===== config.mk =====
export PLATFORM = sky130hd
export DESIGN_NAME = cmp_arbiter
export DESIGN_NICKNAME = d
export VERILOG_FILES = /design/src/rtl/cmp_arbiter.sv
export SDC_FILE = /design/constraint.sdc
export NUM_CORES = 1
export LEC_CHECK = 0
export CAP_MARGIN = 5
export CORE_MARGIN = 4
export CORE_UTILIZATION = 42
export CTS_BUF_LIST = sky130_fd_sc_hd__clkbuf_4 sky130_fd_sc_hd__clkbuf_8
export CTS_CLUSTER_SIZE = 14
export DETAILED_ROUTE_END_ITERATION = 10
export GPL_TIMING_DRIVEN = 0
export PLACE_DENSITY = 0.88
export SYNTH_ARGS = -nofsm -noshare
export SYNTH_HDL_FRONTEND = slang
export SYNTH_SLANG_ARGS = --single-unit

===== constraint.sdc =====
create_clock -name clk -period 11.1 [get_ports clk]
set_input_delay 1.665 -clock clk [delete_from_list [all_inputs] [get_ports clk]]
set_output_delay 1.665 -clock clk [all_outputs]
set_load 0.01 [all_outputs]

===== src/rtl/cmp_arbiter.sv =====
// cmp_arbiter
//   Round-robin arbiter that shares one pipelined less-than comparator
//   among N requesters. A granted requester's operands are registered
//   onto cmp_a/cmp_b. A tag pipeline holds the requester index alongside
//   the comparator latency, so each result comes back to the requester
//   that issued it, in issue order, one compare per cycle.
//
// Ports
//   clk, rst          clock; asynchronous active-high reset
//   hold              blocks new grants; in-flight compares still drain
//   req_valid[N]      per-requester compare request
//   req_a/req_b[N*W]  operands; requester i uses slice [i*W +: W]
//   req_ready[N]      one-hot-or-zero grant (combinational)
//   cmp_a/cmp_b[W]    registered operands to the shared comparator
//   cmp_less          comparator result (A < B)
//   resp_valid[N]     one-hot-or-zero, one-cycle result pulse
//   resp_less         result bit, meaningful while resp_valid != 0
//   idle              no compare in flight and no grant this cycle
module cmp_arbiter #(
    parameter int N   = 4,
    parameter int W   = 22,
    parameter int LAT = 3
) (
    input  logic           clk,
    input  logic           rst,
    input  logic           hold,
    input  logic [N-1:0]   req_valid,
    input  logic [N*W-1:0] req_a,
    input  logic [N*W-1:0] req_b,
    output logic [N-1:0]   req_ready,
    output logic [W-1:0]   cmp_a,
    output logic [W-1:0]   cmp_b,
    input  logic           cmp_less,
    output logic [N-1:0]   resp_valid,
    output logic           resp_less,
    output logic           idle
);

    localparam int IW = (N > 1) ? $clog2(N) : 1;

    logic [IW-1:0] ptr_q, ptr_d;
    logic [N-1:0]  grant;
    logic [IW-1:0] gidx;
    logic [IW:0]   cand;
    logic [IW-1:0] idx;
    logic          xfer;

    logic [W-1:0]  cmp_a_q, cmp_a_d;
    logic [W-1:0]  cmp_b_q, cmp_b_d;

    logic [LAT:0]  tag_vld_q, tag_vld_d;
    logic [IW-1:0] tag_idx_q [0:LAT];
    logic [IW-1:0] tag_idx_d [0:LAT];
    logic [N-1:0]  resp_valid_q, resp_valid_d;

    // Grant stage: round-robin search starting at ptr_q, modulo N.
    // ptr_q < N and k < N, so one conditional subtraction wraps the sum.
    always_comb begin
        grant = '0;
        gidx  = '0;
        cand  = '0;
        idx   = '0;
        if (!rst && !hold) begin
            for (int k = 0; k < N; k++) begin
                cand = {1'b0, ptr_q} + (IW+1)'(k);
                if (cand >= (IW+1)'(N)) begin
                    cand = cand - (IW+1)'(N);
                end
                idx = cand[IW-1:0];
                if (grant == '0 && req_valid[idx]) begin
                    grant[idx] = 1'b1;
                    gidx       = idx;
                end
            end
        end
    end

    // A grant is only ever issued to a valid requester, so any grant is a transfer.
    assign xfer = |grant;

    always_comb begin
        ptr_d   = ptr_q;
        cmp_a_d = cmp_a_q;
        cmp_b_d = cmp_b_q;
        if (xfer) begin
            ptr_d   = (gidx == IW'(N - 1)) ? '0 : gidx + 1'b1;
            cmp_a_d = req_a[int'(gidx)*W +: W];
            cmp_b_d = req_b[int'(gidx)*W +: W];
        end
    end

    // Tag stage: the index rides LAT+1 stages, matching the operand
    // register plus the comparator latency; resp_valid is one more flop.
    always_comb begin
        tag_vld_d    = {tag_vld_q[LAT-1:0], xfer};
        tag_idx_d[0] = gidx;
        for (int k = 1; k <= LAT; k++) begin
            tag_idx_d[k] = tag_idx_q[k-1];
        end
        resp_valid_d = '0;
        if (tag_vld_q[LAT]) begin
            resp_valid_d[tag_idx_q[LAT]] = 1'b1;
        end
    end

    always_ff @(posedge clk or posedge rst) begin
        if (rst) begin
            ptr_q        <= '0;
            cmp_a_q      <= '0;
            cmp_b_q      <= '0;
            tag_vld_q    <= '0;
            resp_valid_q <= '0;
        end else begin
            ptr_q        <= ptr_d;
            cmp_a_q      <= cmp_a_d;
            cmp_b_q      <= cmp_b_d;
            tag_vld_q    <= tag_vld_d;
            resp_valid_q <= resp_valid_d;
        end
    end

    // Indices are qualified by tag_vld_q, so they need no reset.
    always_ff @(posedge clk) begin
        for (int k = 0; k <= LAT; k++) begin
            tag_idx_q[k] <= tag_idx_d[k];
        end
    end

    // Output stage
    assign req_ready  = grant;
    assign cmp_a      = cmp_a_q;
    assign cmp_b      = cmp_b_q;
    assign resp_valid = resp_valid_q;
    assign resp_less  = cmp_less;
    assign idle       = ~|tag_vld_q & ~|grant;

endmodule


==> metrics list, run 1 <==
- Run status: finished, final reports clean
* Final hold vios: 0
* Number of buffer and inverter instances along the worst setup path: 3
- Ports: 238
- Setup repair after global routing left no endpoint under its margin.
* Data required, critical path: 9.44 ns
- Of the total synthesized cell area, the portion taken by XOR and XNOR cells is 0.
* Global route total overflow: 0
- During synthesis, Yosys emitted a total of 0 warnings.
- Peak per-stage delay on the critical path: 0.59 ns
- Across the VDD grid, the largest voltage drop is 0.211 mV.
- Clock skew on the completed layout was measured at around 0.011 ns.
- Total stage count of the critical path: 10
- Power density over the cells: 342 mW/mm²
- Adder-Cell Fraction of Synth Area: 0.0276
- Depth of the most critical reg-to-reg path: 13
- Crit Reg-Reg Endpoint: cmp_b[16]
* Total of endpoints with negative setup slack in the final report: 0
* Die extent in x: 107 µm
- Area share of the leading cell type in the synthesized netlist: 0.332
- Starting density of the core: 0.437
- The synthesized design contains 62 register bits.
* First-pass DRT Iterations: 6
- Summing over every cut layer, the via total after detailed routing is 4732.
* CP Class: input pin to primary output
* Simple-gate area share of the yosys netlist: 0.110
* Fraction of final layout cells sized beyond drive strength 1: 0.0709
- The clock passes through at most 2 buffers.
- Post-route fraction of the period consumed by the critical path: 0.575
* Min cycle time layout: about 6.4 ns
- Crit-path slowest cell: sky130_fd_sc_hd__mux4_2
- At the end of routability-driven placement, the weighted congestion stood at between 0.9 and 1.
* Number of unique standard cell types used by synthesis: 51
- The final-report max-slew violation count came to 0.
- Nets: 865
- The root buffer cell chosen for the clock tree is sky130_fd_sc_hd__clkbuf_8.
- Main combinational cell family by area after synthesis: compound AO/OA/AOI/OAI gates
- Setup fix buffers added after clock tree synthesis: 0
* Final antenna diode count: 0
* Post-CTS clock slew at the launch and capture registers of the worst setup and hold paths: ~0.07 ns
* Post-detailed-route count of antenna-violating nets: 0
- The area growth from synthesis to layout is 67.5%.
* Max Fclk: between 0.15 and 0.2 GHz
* Maximum fanout count along the critical path: 10
- Leading cell type by number of instances after synthesis: sky130_fd_sc_hd__dfrtp_1
- Series of cell instances along the critical path: clkdlybuf4s50_1, mux4_2, a21boi_4, a221oi_2, buf_6, a211o_2, nor2_1, nand2_1, a41oi_1, clkdlybuf4s50_1
* Cts repair resizes: 0
- Wire length of the first global-routing pass: approximately 25000 µm
* Clock tree from TritonCTS: done
* Mux contribution to synthesized area: 0.146
- Initial antenna violation count: 0
- The worst setup path is launched from an input pin.
- Count of routing violations after the opening detailed-route iteration: 276
- Leakage: about 0.0027 µW
- Area of the die: 0.0113 mm²
- The most numerous cell type found on the critical path is sky130_fd_sc_hd__clkdlybuf4s50_1.
- Critical Path End: req_ready[0]
* DPL Wire Length: 12900 µm
- Min-delay worst type: flip-flop to flip-flop
- Each instance of the synthesized netlist takes up on average 9.61 µm².
- Cell Rows: 35
- Count of flip-flops with a built-in enable after synthesis: 0
* Setup TNS after final layout: 0 ns
* Port Buffers: approximately 240
- Sequential area share after synthesis: 0.371
* Worst EP arrival: 4.71 ns
- The total area inside the core boundary comes to 0.00933 mm².
* Startpoint of the worst-slack reg-to-reg timing path: ptr_q[0]
- Dividing the detail-routed via count by the number of cells gives 5.87.
- Actual transition at the worst max-transition pin: 0.957 ns
- In this run the most critical hold path is launched from tag_idx_q[1][1].
* WL final: 16700 µm
* Most numerous cell types in the synthesized netlist: sky130_fd_sc_hd__dfrtp_1, sky130_fd_sc_hd__o21ai_0, sky130_fd_sc_hd__a21oi_1
- Dividing the detail-routed wire length by the instance count gives 20.7 µm.
* Global-route usage over all layers: 0.287
- The via count of the first global-routing pass is 4988.
* Max-capacitance violation count: 0
- Entering global routing, the biggest net connects 31 pins.
- The compound-cell area share of the yosys netlist is 0.292.
* Tightest slew margin relative to the limit: 0.357
- Broken down by cell family, the worst path's largest delay share belongs to buffers and inverters.
- The H-tree generated during clock tree synthesis spans 3 levels.
- Synthesized Nets: 617
* Worst setup path startpoint: req_valid[3]
- Number of clock sinks: 62
* Final hold slack: 0.331 ns
- Post-CTS Hold Fix Bufs: 0
- The worst setup path is captured at a primary output.
* Library cell occupying the most area in the post-synthesis netlist: sky130_fd_sc_hd__dfrtp_1
- The floorplan step set the die height to 107 µm.
* Biggest area contributors in the synthesized netlist: sky130_fd_sc_hd__dfrtp_1, sky130_fd_sc_hd__mux2_1, sky130_fd_sc_hd__a221o_1
- Across all register-to-register paths, the minimum setup slack is 6.37 ns.
- After synthesis, the share of flip-flops with an asynchronous set or reset is 0.871.
* Number of design rule violations left after detail routing: 0
- Clock latency on the worst-skew pair, taken at its later pin, is 0.35 ns.
- Post-synth top flop: sky130_fd_sc_hd__dfrtp_1
- Total clock buffers created by CTS: 9
* Post-synthesis cell count: 424
- In this run the cell area of the synthesized design comes to 0.00408 mm².
metrics by stage:
stage / power, µW / instances / cell area [µm²] / util / setup slack [ns]
after floorplan: 1520 / 424 / 4080 / - / 5.94
after global placement: 2050 / 789 / 6600 / 0.707 / 4.74
after detailed placement: 2110 / 790 / 6620 / 0.710 / 4.74
after CTS: 2320 / 806 / 6830 / 0.732 / 4.74
after global routing: 2490 / 806 / 6830 / 0.732 / 4.56
final: 2330 / 806 / 6830 / 0.732 / 4.72
where the power goes:
part	leakage (µW)	total (µW)	switching, µW	internal (µW)
clock network	0.000106	210	94.1	116
logic	0.00185	1730	953	776
registers	0.000745	393	65.9	327
total	0.00270	2330	1110	1220
how the worst min path moves through the flow:
stage,slack [ns],end,depth (start not counted)
after floorplan,0.31,tag_idx_q[1][0],0
after global placement,0.31,tag_idx_q[2][0],0
after detailed placement,0.31,tag_idx_q[2][1],0
after CTS,0.33,tag_idx_q[2][1],0
after global routing,0.34,tag_idx_q[1][0],0
final,0.33,tag_idx_q[2][1],0
final cells by class:
type | instances | area (µm²)
clock buffers | 11 | 151
flip-flops and latches | 62 | 1510
fillers | 736 | 2500
clock inverters | 5 | 56.3
multi-input cells | 316 | 2340
repair buffers | 237 | 2380
well taps | 129 | 161
plain buffers | 38 | 190
inverters | 8 | 30.0
registers in the layout (all words and copies together) (netlist names):
name,flops
tag_vld_q,4
cmp_a,22
tag_idx_q,8
resp_valid,4
ptr_q,2
cmp_b,22
cells in the final DEF (no fill, tap or decap), types with 2 or more instances in the layout:
cell,count
sky130_fd_sc_hd__a211oi_1,2
sky130_fd_sc_hd__a21oi_1,49
sky130_fd_sc_hd__a221o_1,44
sky130_fd_sc_hd__a222oi_1,2
sky130_fd_sc_hd__a22oi_1,3
sky130_fd_sc_hd__a31oi_1,2
sky130_fd_sc_hd__and2_1,2
sky130_fd_sc_hd__buf_1,3
sky130_fd_sc_hd__buf_2,2
sky130_fd_sc_hd__buf_4,2
sky130_fd_sc_hd__buf_6,5
sky130_fd_sc_hd__clkbuf_1,26
sky130_fd_sc_hd__clkbuf_8,11
sky130_fd_sc_hd__clkdlybuf4s50_1,236
sky130_fd_sc_hd__clkinv_2,2
sky130_fd_sc_hd__dfrtp_1,54
sky130_fd_sc_hd__dfxtp_1,8
sky130_fd_sc_hd__ha_1,9
sky130_fd_sc_hd__inv_1,6
sky130_fd_sc_hd__inv_2,2
sky130_fd_sc_hd__mux2_1,40
sky130_fd_sc_hd__mux2_2,3
sky130_fd_sc_hd__mux2i_1,2
sky130_fd_sc_hd__mux4_2,4
sky130_fd_sc_hd__nand2_1,12
sky130_fd_sc_hd__nand2b_1,2
sky130_fd_sc_hd__nand3_1,46
sky130_fd_sc_hd__nor2_1,13
sky130_fd_sc_hd__nor3_1,2
sky130_fd_sc_hd__o2111ai_1,2
sky130_fd_sc_hd__o21ai_0,51
sky130_fd_sc_hd__or2_2,2
sky130_fd_sc_hd__or3_1,3
cells by family after synthesis:
kind of cell / after synthesis
DFF: 62
buffers and inverters: 46
and+or+nand+nor: 89
AOI/OAI and AO/OA: 169
adders and majority gates: 9
muxes: 49
metal layers:
metal	up-vias	routed length, µm	global-route usage
li1	2148	-	-
met1	2263	6180	0.324
met2	286	8420	0.512
met3	35	1670	0.0777
met4	0	420	0.114
met5	-	0	0
(Power assumes the default switching activity.)
==> inputs of run 2 (changes only) <==
CORE_UTILIZATION = 39   (was 42)
PLACE_DENSITY = 0.82   (was 0.88)
clock period = 5.9 ns   (was 11.1 ns; I/O delays follow)
==> run 2 against run 1 <==
Net effect: hold slack improved by 0.00082 ns; sequential share of layout area fell by 0.13 points; global-route usage fell by 3.7 points; utilization fell by 6.1 points; first-iteration DRC count rose by 46%; via count fell by 1.2%; final cell count rose by 0.87%; total power rose by 90%; critical endpoint unchanged; largest power group unchanged; highest routed layer unchanged.
==> metrics list, run 2 (synthesis gave the netlist of run 1 again) <==
- Worst EP arrival: 4.09 ns (-0.62 ns)
- Most common cell after layout, fill and taps aside: sky130_fd_sc_hd__clkdlybuf4s50_1
- The area inside the core boundary was 0.0102 mm² (+9.7%).
- Combinational cell fraction of total power: 0.734 (-0.007)
* Run status: finished, final reports clean
- Count of routing violations after the opening detailed-route iteration: 403 (+46%)
- Ports: 238 (unchanged)
- STA classifies the critical path startpoint as a flip-flop.
- Power share of the sequential group: 0.166 (-0.003)
- The number of buffers added to fix hold violations after cts was 0 (unchanged).
- Setup repair after global routing left no endpoint under its margin.
- Nets: 865 (unchanged)
* Setup fix buffers added after clock tree synthesis: 0 (unchanged)
- Clk buf depth: 2 (unchanged)
- The via count of the first global-routing pass is 4650 (-6.8%).
- The total clock sinks is 62 (unchanged).
- Setup TNS after final layout: 0 ns (unchanged)
- Vert. Die Dim: 110 µm (+3.5%)
- Max Fclk: 0.201 GHz
- Final antenna diode count: 0 (unchanged)
* Final hold vios: 0 (unchanged)
- DPL Wire Length: 12700 µm (-1.8%)
- Post-detailed-route count of antenna-violating nets: 0 (unchanged)
- Fraction of final layout cells sized beyond drive strength 1: 0.0709 (unchanged)
- Power density over the cells: 644 mW/mm² (+89%)
- The setup path with the least slack is of type flip-flop to primary output.
- The critical path goes through buf_2, inv_1, ha_1, or4_4, a21boi_4, a221oi_2, buf_6, a211o_2, nor2_1, nand2_1, a41oi_1, clkdlybuf4s50_1.
- Area of the die: 0.0121 mm² (+7.1%)
- The filler cell count is 821 (+12%).
* Crit-path slowest cell: sky130_fd_sc_hd__clkdlybuf4s50_1
- The maximum fanout along the worst path is 10 (unchanged).
* Starting density of the core: 0.398 (-0.0386)
- HP Start: tag_idx_q[2][0]
- Port Buffers: 236 (unchanged)
- The worst path setup slack after routing is 0.923 ns (-3.80 ns).
- Commonest cells after routing, fill and taps aside: sky130_fd_sc_hd__clkdlybuf4s50_1, sky130_fd_sc_hd__dfrtp_1, sky130_fd_sc_hd__o21ai_0, sky130_fd_sc_hd__a21oi_1, sky130_fd_sc_hd__nand3_1
* Clock root cell: sky130_fd_sc_hd__clkbuf_8
- Tightest slew margin relative to the limit: 0.336 (-0.0216)
* Data required, critical path: 5.02 ns (-4.42 ns)
* Actual transition at the worst max-transition pin: 0.989 ns (+0.0322 ns)
- Post-CTS clock slew at the launch and capture registers of the worst setup and hold paths: 0.07 ns (about the same)
- Clock network power share: 0.100 (+0.010)
- Internal cell power: 2350 µW (+93%)
- Tracing the worst setup path back leads to its startpoint at ptr_q[0].
* Total of endpoints with negative setup slack in the final report: 0 (unchanged)
* Total clock buffers created by CTS: 9 (unchanged)
- The number of antenna violations at the first check in global routing is 0 (unchanged).
- Post-placement cell count: 797 (+0.89%)
- Overall via count from detail_route: 4674 (-1.2%)
- The sum of internal, switching and leakage power came to 4420 µW (+90%).
- The switching power share of the total is 0.468 (-0.00903).
- Global-route usage over all layers: 0.250 (-0.0366)
* Max-capacitance violation count: 0 (unchanged)
- Clock tree skew after final layout: 0.00822 ns (-0.00243 ns)
- Global route total overflow: 0 (unchanged)
* Clock tree from TritonCTS: done
- The final-report max-slew violation count was 0 (unchanged).
- Max H-tree Level: 3 (unchanged)
- Peak per-stage delay on the critical path: 0.58 ns (about the same)
- The placement-stage worst setup slack came to 1.03 ns (-3.70 ns).
- The static leakage is 0.00272 µW (+0.64%).
* Sw Pwr: 2070 µW (+86%)
- Later-pin clock latency in the skew report: 0.33 ns (-0.02 ns)
- The tightest min-delay check is of the flip-flop to flip-flop type.
- Final weighted congestion in routability-driven placement: 0.922 (+1.9%)
- Largest net degree at the start of global routing: 29 (-6.5%)
- Startpoint of the worst-slack reg-to-reg timing path: ptr_q[0]
- Worst setup EP type: primary output
- WL final: 16300 µm (-2.6%)
- First-pass DRT Iterations: 5 (-1)
* Cell Rows: 37 (+5.7%)
- Synth-to-Final Area Change: 68.5%
- The count of unresolved DRC violations after routing was 0 (unchanged).
- Die extent in x: 110 µm (+3.5%)
- Post-route fraction of the period consumed by the critical path: 0.844
* Min cycle time layout: 4.98 ns
- The per-cell routed wire length was 20.0 µm (-3.4%).
* IR Drop Worst-Case VDD: 0.337 mV (+60%)
- Wire length of the first global-routing pass: 23500 µm (-7.7%)
- The per-cell via count in the routed design was 5.75 (-2.1%).
* Cts repair resizes: 0 (unchanged)
* Final instance count without filler cells: 813 (+0.87%)
-- run 2: changes by cell type in the layout (fill, tap and decap cells not counted), sizes merged --
cell | before | now
clkbuf | 37 | 39
clkinv | 2 | 1
inv | 9 | 8
clkinvlp | 1 | 0
bufinv | 1 | 2
-- run 2: worst paths after layout --
path | end | slack, ns | depth (start not counted)
max | req_ready[0] | 0.92 | 12
min | tag_idx_q[3][0] | 0.33 | 0
min reg2reg | tag_idx_q[3][0] | 0.33 | 0
min in group asynchronous | cmp_b[17] | 1.00 | 2
max in group asynchronous | cmp_a[14] | 4.32 | 3
max reg2reg | cmp_a[18] | 1.32 | 13
-- run 2: cell type report --
cell class / instances / area, µm² / share of cell area
repair buffers: 237 / 2380 / 0.347
multi-input cells: 316 / 2340 / 0.341
flip-flops and latches: 62 / 1510 / 0.220
plain buffers: 38 / 190 / 0.0277
clock buffers: 13 / 173 / 0.0252
well taps: 136 / 170 / 0.0248
clock inverters: 3 / 65.1 / 0.00948
inverters: 8 / 30.0 / 0.00437
-- run 2: per-stage QoR --
| step | hold WS, ns | util | instance area, µm² |
|---|---|---|---|
| detailed placement | 0.318 | 0.648 | 6630 |
| global placement | 0.312 | 0.646 | 6610 |
| finish | 0.332 | 0.671 | 6870 |
| floorplan | 0.310 | - | 4080 |
| global route | 0.344 | 0.671 | 6870 |
| CTS | 0.336 | 0.671 | 6870 |
-- run 2: worst max-delay path: cells and delay by family (launching register included) --
kind            cells  cell delay, ns
compound gates      4            1.03
fa+ha+maj           1            0.30
simple gates        3            0.81
flops               1            0.42
buf+inv             4            1.19
-- run 2: per-layer routing --
| metal | wire, µm | GRT usage |
|---|---|---|
| met5 | 0 | 0 |
| met4 | 325 | 0.0888 |
| met3 | 1550 | 0.0594 |
| met2 | 8030 | 0.434 |
| met1 | 6350 | 0.304 |
-- run 2: power groups by stage --
| stage | Sequential, µW | Combinational [µW] | Clock [µW] |
|---|---|---|---|
| 2_1_floorplan | 783 | 2080 | 0 |
| 3_3_place_gp | 728 | 3160 | 0 |
| 3_5_place_dp | 733 | 3220 | 0 |
| 4_1_cts | 731 | 3240 | 451 |
| 5_1_grt | 752 | 3520 | 465 |
| 6_report | 734 | 3250 | 444 |
==> inputs of run 3 (changes only) <==
clock period = 4.95 ns   (was 5.9 ns; I/O delays follow)
==> run 3 against run 2 <==
Net effect: largest cell class unchanged; hold slack is essentially flat; combinational power grew 19%; register-to-register slack worse by 0.90 ns; total power up 19%.
==> metrics list, run 3 (synthesis gave the netlist of run 1 again) <==
- The run finished with clean final reports.
- The post-CTS resize count is 0 (unchanged).
- The library cell used most frequently in the layout, excluding fill and tap cells, is sky130_fd_sc_hd__clkdlybuf4s50_1.
* Number of clock sinks: 62 (unchanged)
- Total non-filler cell area in the finished layout: 0.00687 mm² (+0.13%)
* Wire length of the first global-routing pass: 23500 µm (unchanged)
- The share of the core filled with cells was 0.672 (+0.000857).
- First-pass DRT Iterations: 6 (+1)
- Count of routing violations after the opening detailed-route iteration: 387 (-4.0%)
- The number of placed cells counting well taps is 797 (unchanged).
* Final instance count without filler cells: 813 (unchanged)
* Global-route usage over all layers: 0.250 (unchanged)
- The post-layout net count is 865 (unchanged).
- The final sum of negative setup slack is 0 ns (unchanged).
- Area of the die: 0.0121 mm² (unchanged)
* Commonest cells after routing, fill and taps aside: sky130_fd_sc_hd__clkdlybuf4s50_1, sky130_fd_sc_hd__dfrtp_1, sky130_fd_sc_hd__o21ai_0, sky130_fd_sc_hd__a21oi_1, sky130_fd_sc_hd__nand3_1
- Worst EP arrival: 4.02 ns (-0.07 ns)
- Clock root cell: sky130_fd_sc_hd__clkbuf_8
* Peak per-stage delay on the critical path: 0.58 ns (about the same)
* WL final: 16200 µm (-0.18%)
- Tightest slew margin relative to the limit: 0.361 (+0.0251)
- The slew at the pin closest to its max-slew limit is 0.951 ns (-0.0374 ns).
* Port Buffers: 236 (unchanged)
* Area inside the core boundary: 0.0102 mm² (unchanged)
- The setup-violating endpoint count in the final report was 0 (unchanged).
- Number of design rule violations left after detail routing: 0 (unchanged)
- In this design, the largest share of critical-path delay is due to buffers and inverters.
* Clk buf depth: 2 (unchanged)
* Die extent in x: 110 µm (unchanged)
- The final antenna diode count is 0 (unchanged).
* Final hold vios: 0 (unchanged)
* Max Fclk: 0.210 GHz
- Clock tree from TritonCTS: done
- Power density over the cells: 766 mW/mm² (+19%)
- STA classifies the critical path startpoint as a flip-flop.
* Min-delay worst type: flip-flop to flip-flop
- The static leakage is 0.00272 µW (about the same).
- The slowest stage of the critical path is the sky130_fd_sc_hd__clkdlybuf4s50_1 cell.
- The via total after detailed routing was 4678 (+0.086%).
- The final-report max-slew violation count is 0 (unchanged).
* DPL Wire Length: 12700 µm (unchanged)
- The worst-case clock skew came to 0.00875 ns (+0.000528 ns).
- The per-cell routed wire length was 20.0 µm (-0.18%).
- Number of buffer and inverter instances along the worst setup path: 4 (unchanged)
- Maximum fanout count along the critical path: 10 (unchanged)
* Final hold slack: 0.332 ns (+0.000361 ns)
- The worst setup path is of the flip-flop to primary output kind.
- Max-capacitance violation count: 0 (unchanged)
- The maximum ir drop on the vdd rail is 0.401 mV (+19%).
- The height of the die was 110 µm (unchanged).
* Later-pin clock latency in the skew report: 0.32 ns (about the same)
- The number of antenna violations at the first check in global routing was 0 (unchanged).
- The number of buffers added to fix hold violations after cts came to 0 (unchanged).
* Final weighted congestion in routability-driven placement: 0.922 (unchanged)
- The worst path required time was 4.21 ns (-0.81 ns).
- Largest net degree at the start of global routing: 29 (unchanged)
- The row count was 37 (unchanged).
- Of the available clock period, the critical path in the final layout requires 0.963.
- RSZ-0062 raised after global routing: false
* Series of cell instances along the critical path: clkbuf_4, inv_1, ha_1, or4_4, a21boi_4, a221oi_2, buf_6, a211o_2, nor2_1, nand2_1, a41oi_1, clkdlybuf4s50_1
- Total cell area at the placement stage: 0.00663 mm² (unchanged)
- Post-detailed-route via-to-cell ratio: 5.75 (about the same)
- Post-detailed-route count of antenna-violating nets: 0 (unchanged)
* Fraction of final layout cells sized beyond drive strength 1: 0.0724 (+0.00148)
- The clock transition at the registers of the reported paths is 0.07 ns (about the same).
- The leftover overflow at the end of global routing was 0 (unchanged).
- Min cycle time layout: roughly 4.8 ns
- Ports: 238 (unchanged)
* Total clock buffers created by CTS: 9 (unchanged)
- Synth-to-Final Area Change: 68.7%
- Starting density of the core: 0.398 (unchanged)
- Worst setup EP type: primary output
- Number of global-route vias before repair: 4650 (unchanged)
* Fillers: 818 (-0.37%)
- Max H-tree Level: 3 (unchanged)
- Setup fix buffers added after clock tree synthesis: 0 (unchanged)
==> run 3: path summary, 6_finish.rpt <==
path                            startpoint  depth (start not counted)               to  slack [ns]
setup / recovery                  ptr_q[0]                         12     req_ready[0]        0.18
hold / removal             tag_idx_q[2][0]                          0  tag_idx_q[3][0]        0.33
setup reg to reg                  ptr_q[0]                         13        cmp_a[21]        0.42
hold reg to reg            tag_idx_q[2][0]                          0  tag_idx_q[3][0]        0.33
max in group asynchronous              rst                          3         cmp_b[0]        3.50
min in group asynchronous              rst                          2         cmp_b[5]        0.87
==> run 3: cell type report <==
type,count,area [µm²],share of cell area
buffer,38,193,0.0280
clock buffer,13,173,0.0251
clock inverter,3,65.1,0.00946
inverter,8,30.0,0.00437
multi-input combinational,316,2350,0.342
sequential,62,1510,0.220
tap,136,170,0.0248
timing repair buffer,237,2380,0.347
==> run 3: power by group <==
| group | internal [µW] | leakage [µW] | switching [µW] |
|---|---|---|---|
| Combinational | 1750 | 0.00185 | 2120 |
| Sequential | 734 | 0.000745 | 140 |
| Clock | 330 | 0.000123 | 200 |
==> run 3: worst register-to-register path, cell delays in order (launching register included) <==
cell and delay, ns:
sky130_fd_sc_hd__dfrtp_1 0.42, sky130_fd_sc_hd__clkbuf_4 0.26, sky130_fd_sc_hd__inv_1 0.15, sky130_fd_sc_hd__ha_1 0.29, sky130_fd_sc_hd__or4_4 0.56, sky130_fd_sc_hd__a21boi_4 0.29, sky130_fd_sc_hd__a221oi_2 0.14, sky130_fd_sc_hd__buf_6 0.16
sky130_fd_sc_hd__a211oi_2 0.35, sky130_fd_sc_hd__a22oi_1 0.20, sky130_fd_sc_hd__o2111ai_1 0.71, sky130_fd_sc_hd__clkbuf_1 0.47, sky130_fd_sc_hd__a21oi_1 0.12, sky130_fd_sc_hd__a221o_1 0.29
==> run 3: layer usage <==
| layer | track usage | share of wire | vias up |
|---|---|---|---|
| met5 | 0 | 0 | - |
| met4 | 0.0888 | 0.025 | 0 |
| met3 | 0.0594 | 0.088 | 34 |
| met2 | 0.434 | 0.49 | 246 |
| met1 | 0.304 | 0.40 | 2252 |
| li1 | - | - | 2146 |
==> run 3: stage by stage <==
stage | power [µW] | setup WS, ns
after global routing | 5650 | 0.0218
after floorplan | 3410 | 1.08
after CTS | 5260 | 0.144
after global placement | 4630 | 0.350
after detailed placement | 4710 | 0.245
final | 5270 | 0.185
